## config.mk

```make
export PLATFORM = sky130hd
export DESIGN_NAME = led_mode_driver
export DESIGN_NICKNAME = d
export VERILOG_FILES = /design/src/rtl/led_pkg.sv /design/src/rtl/blink_timer.sv /design/src/rtl/led_mode_driver.sv
export SDC_FILE = /design/constraint.sdc
export NUM_CORES = 1
export LEC_CHECK = 0
export CAP_MARGIN = 20
export CELL_PAD_IN_SITES_DETAIL_PLACEMENT = 2
export CELL_PAD_IN_SITES_GLOBAL_PLACEMENT = 2
export CORE_ASPECT_RATIO = 1.5
export CORE_MARGIN = 2
export CORE_UTILIZATION = 37
export CTS_CLUSTER_DIAMETER = 50
export CTS_CLUSTER_SIZE = 10
export DETAILED_ROUTE_END_ITERATION = 8
export DONT_BUFFER_PORTS = 1
export GPL_ROUTABILITY_DRIVEN = 0
export MAX_ROUTING_LAYER = met4
export PLACE_DENSITY_LB_ADDON = 0.1
export SETUP_SLACK_MARGIN = 0.4
export SLEW_MARGIN = 20
export SYNTH_ARGS = -nofsm -noshare
export SYNTH_HDL_FRONTEND = slang
export SYNTH_SLANG_ARGS = --single-unit
```

## constraint.sdc

```tcl
create_clock -name clock -period 2.05 [get_ports clock]
set_input_delay 0.41 -clock clock [delete_from_list [all_inputs] [get_ports clock]]
set_output_delay 0.41 -clock clock [all_outputs]
set_load 0.01 [all_outputs]
```

## src/rtl/led_pkg.sv

```systemverilog
// led_pkg: LED mode encoding, 50 MHz default half-periods and mode successor helper
package led_pkg;
  typedef enum logic [1:0] {
    MODE_OFF        = 2'd0,
    MODE_ON         = 2'd1,
    MODE_BLINK_SLOW = 2'd2,
    MODE_BLINK_FAST = 2'd3
  } led_mode_t;
  localparam int DEFAULT_SLOW_HALF_PERIOD = 25_000_000;
  localparam int DEFAULT_FAST_HALF_PERIOD = 6_250_000;
  function automatic led_mode_t next_mode_of(input led_mode_t m);
    return m == MODE_OFF ? MODE_ON :
           m == MODE_ON ? MODE_BLINK_SLOW :
           m == MODE_BLINK_SLOW ? MODE_BLINK_FAST : MODE_OFF;
  endfunction
endpackage

```

## src/rtl/blink_timer.sv

```systemverilog
// blink_timer: phase counter (clock, reset, clear, run, half_period) pulsing toggle_tick when it wraps at half_period-1
module blink_timer #(
  parameter int W = 4
) (
  input  logic         clock,
  input  logic         reset,
  input  logic         clear,
  input  logic         run,
  input  logic [W-1:0] half_period,
  output logic         toggle_tick
);
  logic [W-1:0] count;
  assign toggle_tick = run && !clear && count == half_period - W'(1);
  always_ff @(posedge clock or posedge reset)
    if (reset) count <= '0;
    else count <= (clear || !run || toggle_tick) ? '0 : count + W'(1);
endmodule

```

## src/rtl/led_mode_driver.sv

```systemverilog
// led_mode_driver: next_mode pulses cycle off/on/slow/fast blink, force_off overrides (clock, reset, next_mode, force_off -> mode, led)
module led_mode_driver
  import led_pkg::*;
#(
  parameter int SLOW_HALF_PERIOD = DEFAULT_SLOW_HALF_PERIOD,
  parameter int FAST_HALF_PERIOD = DEFAULT_FAST_HALF_PERIOD
) (
  input  logic       clock,
  input  logic       reset,
  input  logic       next_mode,
  input  logic       force_off,
  output logic [1:0] mode,
  output logic       led
);
  localparam int W = $clog2(SLOW_HALF_PERIOD + 1);
  led_mode_t mode_q, mode_d;
  logic led_q, led_d, clear, blink, toggle_tick;
  logic [W-1:0] half_period;
  blink_timer #(.W(W)) u_timer (
    .clock(clock),
    .reset(reset),
    .clear(clear),
    .run(blink),
    .half_period(half_period),
    .toggle_tick(toggle_tick)
  );
  always_comb begin
    blink = mode_q == MODE_BLINK_SLOW || mode_q == MODE_BLINK_FAST;
    half_period = mode_q == MODE_BLINK_FAST ? W'(FAST_HALF_PERIOD) : W'(SLOW_HALF_PERIOD);
    clear = force_off || next_mode;
    mode_d = force_off ? MODE_OFF : next_mode ? next_mode_of(mode_q) : mode_q;
    led_d = clear ? mode_d != MODE_OFF : blink ? led_q ^ toggle_tick : mode_q == MODE_ON;
  end
  always_ff @(posedge clock or posedge reset)
    if (reset) begin
      mode_q <= MODE_OFF;
      led_q <= 1'b0;
    end else begin
      mode_q <= mode_d;
      led_q <= led_d;
    end
  assign mode = mode_q;
  assign led = led_q;
endmodule

```

Word level (Yosys, flattened, before mapping)
Cells that the tools add are included.

Input port bits: 4. Register bits: 28. Word-level logic and storage cells: 29.

Reduce and logical (&&, ||, !) cells: 10. Bitwise operators: 1. $add $sub $neg: 2. Muxes and demuxes: 9. Equal/unequal tests: 4.

Operator list (number): two-way mux 25 bit (2); adder 25 x 1 -> 25 bit (second input constant) (1); equality test 25 bit (1); subtractor 25 x 1 -> 25 bit (second input constant) (1); two-way mux 2 bit (5); equality test 2 bit (second input constant) (2); logical OR 1 bit (4); equality test 2 x 1 -> 1 bit (second input constant) (1); logical AND 1 bit (2); zero test 1 bit (2); zero test 2 bit (1); two-way mux 1 bit (2); nonzero test 2 bit (1); XOR 1 bit (1).

Longest topological paths before layout
Word-level depth: 8. Depth in mapped cells: 7. Mapped depth without buffers: 6.

Cells and area by module
A second synthesis with hierarchy kept.

Cell total of the unflattened synthesis: 283. Area total of the unflattened synthesis: 2544.9 um^2.

Modules (own cells, without submodules): blink_timer (times used 1, cells each 258, area an instance 2302.2 um^2); led_mode_driver (times used 1, cells each 25, area an instance 242.7 um^2).

Least setup slack after synthesis
No wires, ideal clock.

Kind: flip-flop to flip-flop. From: reg mode_q[1], in the netlist mode[1]. To: reg u_timer.count[2]. Library setup time: 0.137 ns. Data required time: 1.913 ns. Slack: 0.001 ns. Clock period less this slack: 2.049 ns. Stages on the path, launching flop included: 7. Data arrival time: 1.911 ns. Cell sequence: dfrtp_1 ha_1 or4b_1 a2bb2oi_1 nor3_4 buf_2 nor3_1.

Word-level cells in the longest chain between the ends: 7.

RTL lines: start, declared (RTL line led_mode_driver.sv:16) `led_mode_t mode_q, mode_d;`; start signal, assigned (RTL line led_mode_driver.sv:39) `mode_q <= mode_d;`; equality test 2 bit (RTL line led_mode_driver.sv:28, led_mode_driver.sv:29); two-way mux 25 bit (RTL line led_mode_driver.sv:29) `half_period = mode_q == MODE_BLINK_FAST ? W'(FAST_HALF_PERIOD) : W'(SLOW_HALF_PERIOD);`; subtractor 25 x 1 -> 25 bit (RTL line blink_timer.sv:13) `assign toggle_tick = run && !clear && count == half_period - W'(1);`; equality test 25 bit (RTL line blink_timer.sv:13); logical AND 1 bit (RTL line blink_timer.sv:13); logical OR 1 bit (*) (RTL line blink_timer.sv:16) `else count <= (clear || !run || toggle_tick) ? '0 : count + W'(1);`; two-way mux 25 bit (*) (RTL line blink_timer.sv:16); end signal, assigned (RTL line blink_timer.sv:16); end, declared (RTL line blink_timer.sv:12) `logic [W-1:0] count;`.

Mark *: on every way between the ends. The rest lies on a longest branch, timed or not.

Worst setup path in the final report
From: reg mode_q[0], in the netlist mode[0]. To: reg u_timer.count[7].

Same word-level chain as after synthesis.

==> results_dict.tcl <==
set metrics [dict create \
    drive_gt1_frac 0.2235 \
    critPathCaptureType "flip-flop" \
    finish.utilization 0.4333 \
    cp-start-kind "flip-flop" \
    netSwitchingPower_mw 0.2433 \
    hold_class "in2async" \
    status "completed" \
    ys_seq_area_frac 0.4115 \
    num_vias 1415 \
    synth_edf_count 0 \
    boundaryPins 7 \
    vdd_drop_max_mv 0.2827 \
    viasPerCell 6.233 \
    drt_iter0_markers 29 \
    crit_type "reg2reg" \
    n_antenna_cell 0 \
    worst_pin_slew_ns 0.4912 \
    path_max_fanout 16 \
    start_util 0.3812 \
    clock_latency_ns 0.29 \
    power.share.clock 0.342 \
    layout_common_cells "dfrtp_1, a211oi_1, nor3_1" \
    grt_util_met1 0.2572 \
    ff2ff_path_depth 6 \
    seq_power_share 0.592 \
    max_freq_ghz 0.5296 \
    max_slew_margin 0.6680 \
    rsz0062_at_grt "true" \
    crit_required_ns 2.22 \
    synth_cells 171 \
    grt_pass1_wl_um 8245 \
    dp.cells 222 \
    switching_share 0.2514 \
    cts_tree "yes" \
    drt-pass1-iter-count 3 \
    slew_violations 0 \
    overflow 0 \
    dieArea_um2 5172 \
    dieHeight_um 87.09 \
    grt.total_usage 0.2194 \
    grt-busiest-layer "met2" \
    pre_cts_ws_ns 0.1049 \
    path_clk_slew_ns 0.10 \
    final_cells 227 \
    crit_arrival_ns 2.06 \
    syn_avg_cell_area_um2 9.958 \
    h-tree-depth 1 \
    p_total_mw 0.9676 \
    clock_tree.buffer_depth 2 \
    setup_tns_ns 0 \
    power.internal_mw 0.7243 \
    syn2layout_area_growth_pct 13.67 \
    layout_commonest_cell "dfrtp_1" \
    pwr-share-comb 0.066 \
    finClkSkew_ns 0.006662 \
    hold_viol 0 \
    post-route-period-util 0.9211 \
    die_w_um 59.39 \
    grt_pass1_vias 1573 \
    layout_min_cycle_time_ns 1.888 \
    met2_usage 0.3816 \
    p_leak_nw 0.7089 \
    cts_buffers 3 \
    ys_async_sr_fraction 1.000 \
    synth_cell_type_count 41 \
    coreArea_um2 4467 \
    yosys_most_used_dff "dfrtp_1" \
    maxCapViolations 0 \
    dp_hpwl_um 3591 \
    power_density_nw_per_um2 499.9 \
    synth_area_um2 1703 \
    worst_slack_ns 0.1618 \
    grt_max_degree 29 \
    root_buffer "clkbuf_8" \
    yosys_warnings 0 \
    setup_viol 0 \
    synth-seq-cells 28 \
    io_buffers 0 \
    synth_nets 180 \
    drc_errors 0 \
    wl_um 4870 \
    cts_sinks 28 \
    grt_antenna_before_repair 0 \
    ant_nets 0 \
    routedWlPerCell_um 21.45 \
    fin_nets 189 \
    rows 30 \
    grtUsageMet3 0.02526 \
]
[state kept, by name (all words and copies together) (netlist names)]
name / flops
mode: 2
u_timer.count: 25
led: 1
[layer usage]
layer	part of all wire	up-vias
met2	0.56	7
met3	0.014	4
li1	-	673
met1	0.41	731
met5	0	-
met4	0.018	0
[worst paths after layout]
| kind | from | endpoint | slack (ns) |
|---|---|---|---|
| max reg2reg | mode[0] | u_timer.count[7] | 0.16 |
| min in group clock | force_off | mode[0] | 0.16 |
| min reg2reg | u_timer.count[0] | u_timer.count[0] | 0.53 |
| min | reset | u_timer.count[24] | 0.07 |
| max in group asynchronous | reset | u_timer.count[7] | 1.69 |
| max | mode[0] | u_timer.count[7] | 0.16 |
[synthesized netlist by cell type, drive strengths merged (3+ instances only)]
| library cell | count | area share |
|---|---|---|
| and3 | 6 | 0.022 |
| nor4b | 4 | 0.021 |
| dfrtp | 28 | 0.41 |
| clkbuf | 3 | 0.0073 |
| a211oi | 13 | 0.060 |
| nand4 | 6 | 0.031 |
| ha | 5 | 0.037 |
| or4 | 7 | 0.033 |
| xnor2 | 4 | 0.021 |
| nand2 | 9 | 0.020 |
| xor2 | 8 | 0.041 |
| o21ai | 7 | 0.021 |
| buf | 6 | 0.025 |
| nor4bb | 3 | 0.018 |
| inv | 4 | 0.0088 |
| o31ai | 7 | 0.031 |
| or3 | 5 | 0.018 |
| nor2 | 5 | 0.011 |
| nor3 | 14 | 0.048 |
| nand3 | 11 | 0.032 |
| and4 | 4 | 0.023 |
[kinds of logic (layout without fill, tap and decap cells)]
group                    count (synthesis)  after routing  synth area share
adder cells (fa/ha/maj)                  5              5           0.03674
buffers and inverters                   13             21           0.04114
multiplexers                             1              1          0.005878
XOR/XNOR                                12             12           0.06172
AND/OR/NAND/NOR                         81             81            0.3130
flip-flops                              28             28            0.4115
AO/OA/AOI/OAI                           31             31            0.1301
[worst max-delay path, cell delays in order (launching register included)]
cell and delay [ns]:
dfrtp_2 0.47, ha_4 0.19, or4b_1 0.45, a2bb2oi_2 0.18
nor3_4 0.22, buf_12 0.19, nor3_1 0.06
[per-stage QoR]
step           cell area, µm²  hold WS [ns]
2_1_floorplan            1763        0.4541
3_3_place_gp             1859        0.3948
3_5_place_dp             1859        0.4150
4_1_cts                  1923       0.08900
5_1_grt                  1936       0.08815
6_report                 1936       0.07126
[power by group through the flow]
stage	Clock (mW)	Combinational (mW)	Sequential, mW
after floorplan	0	0.0406	0.582
after global placement	0	0.0596	0.584
after detailed placement	0	0.0624	0.584
after CTS	0.346	0.0656	0.574
after global routing	0.364	0.0714	0.575
final	0.331	0.0637	0.573
[layout make-up]
class,count,area [µm²]
Clock buffer,4,45.04
Fill cell,498,2531
Inverter,4,15.01
Multi-Input combinational cell,130,997.2
Sequential cell,28,704.4
Tap cell,48,60.06
Timing Repair Buffer,13,113.9
[what timing repair did]
action / 4_1_cts / 5_1_grt
gates resized for setup: 3 / 4
setup endpoints to repair: 26 / 26
hold buffers: 0 / 0
pin swaps: 1 / 0
buffers inserted: 1 / 0
No activity file was read; power rests on OpenSTA's default activity.
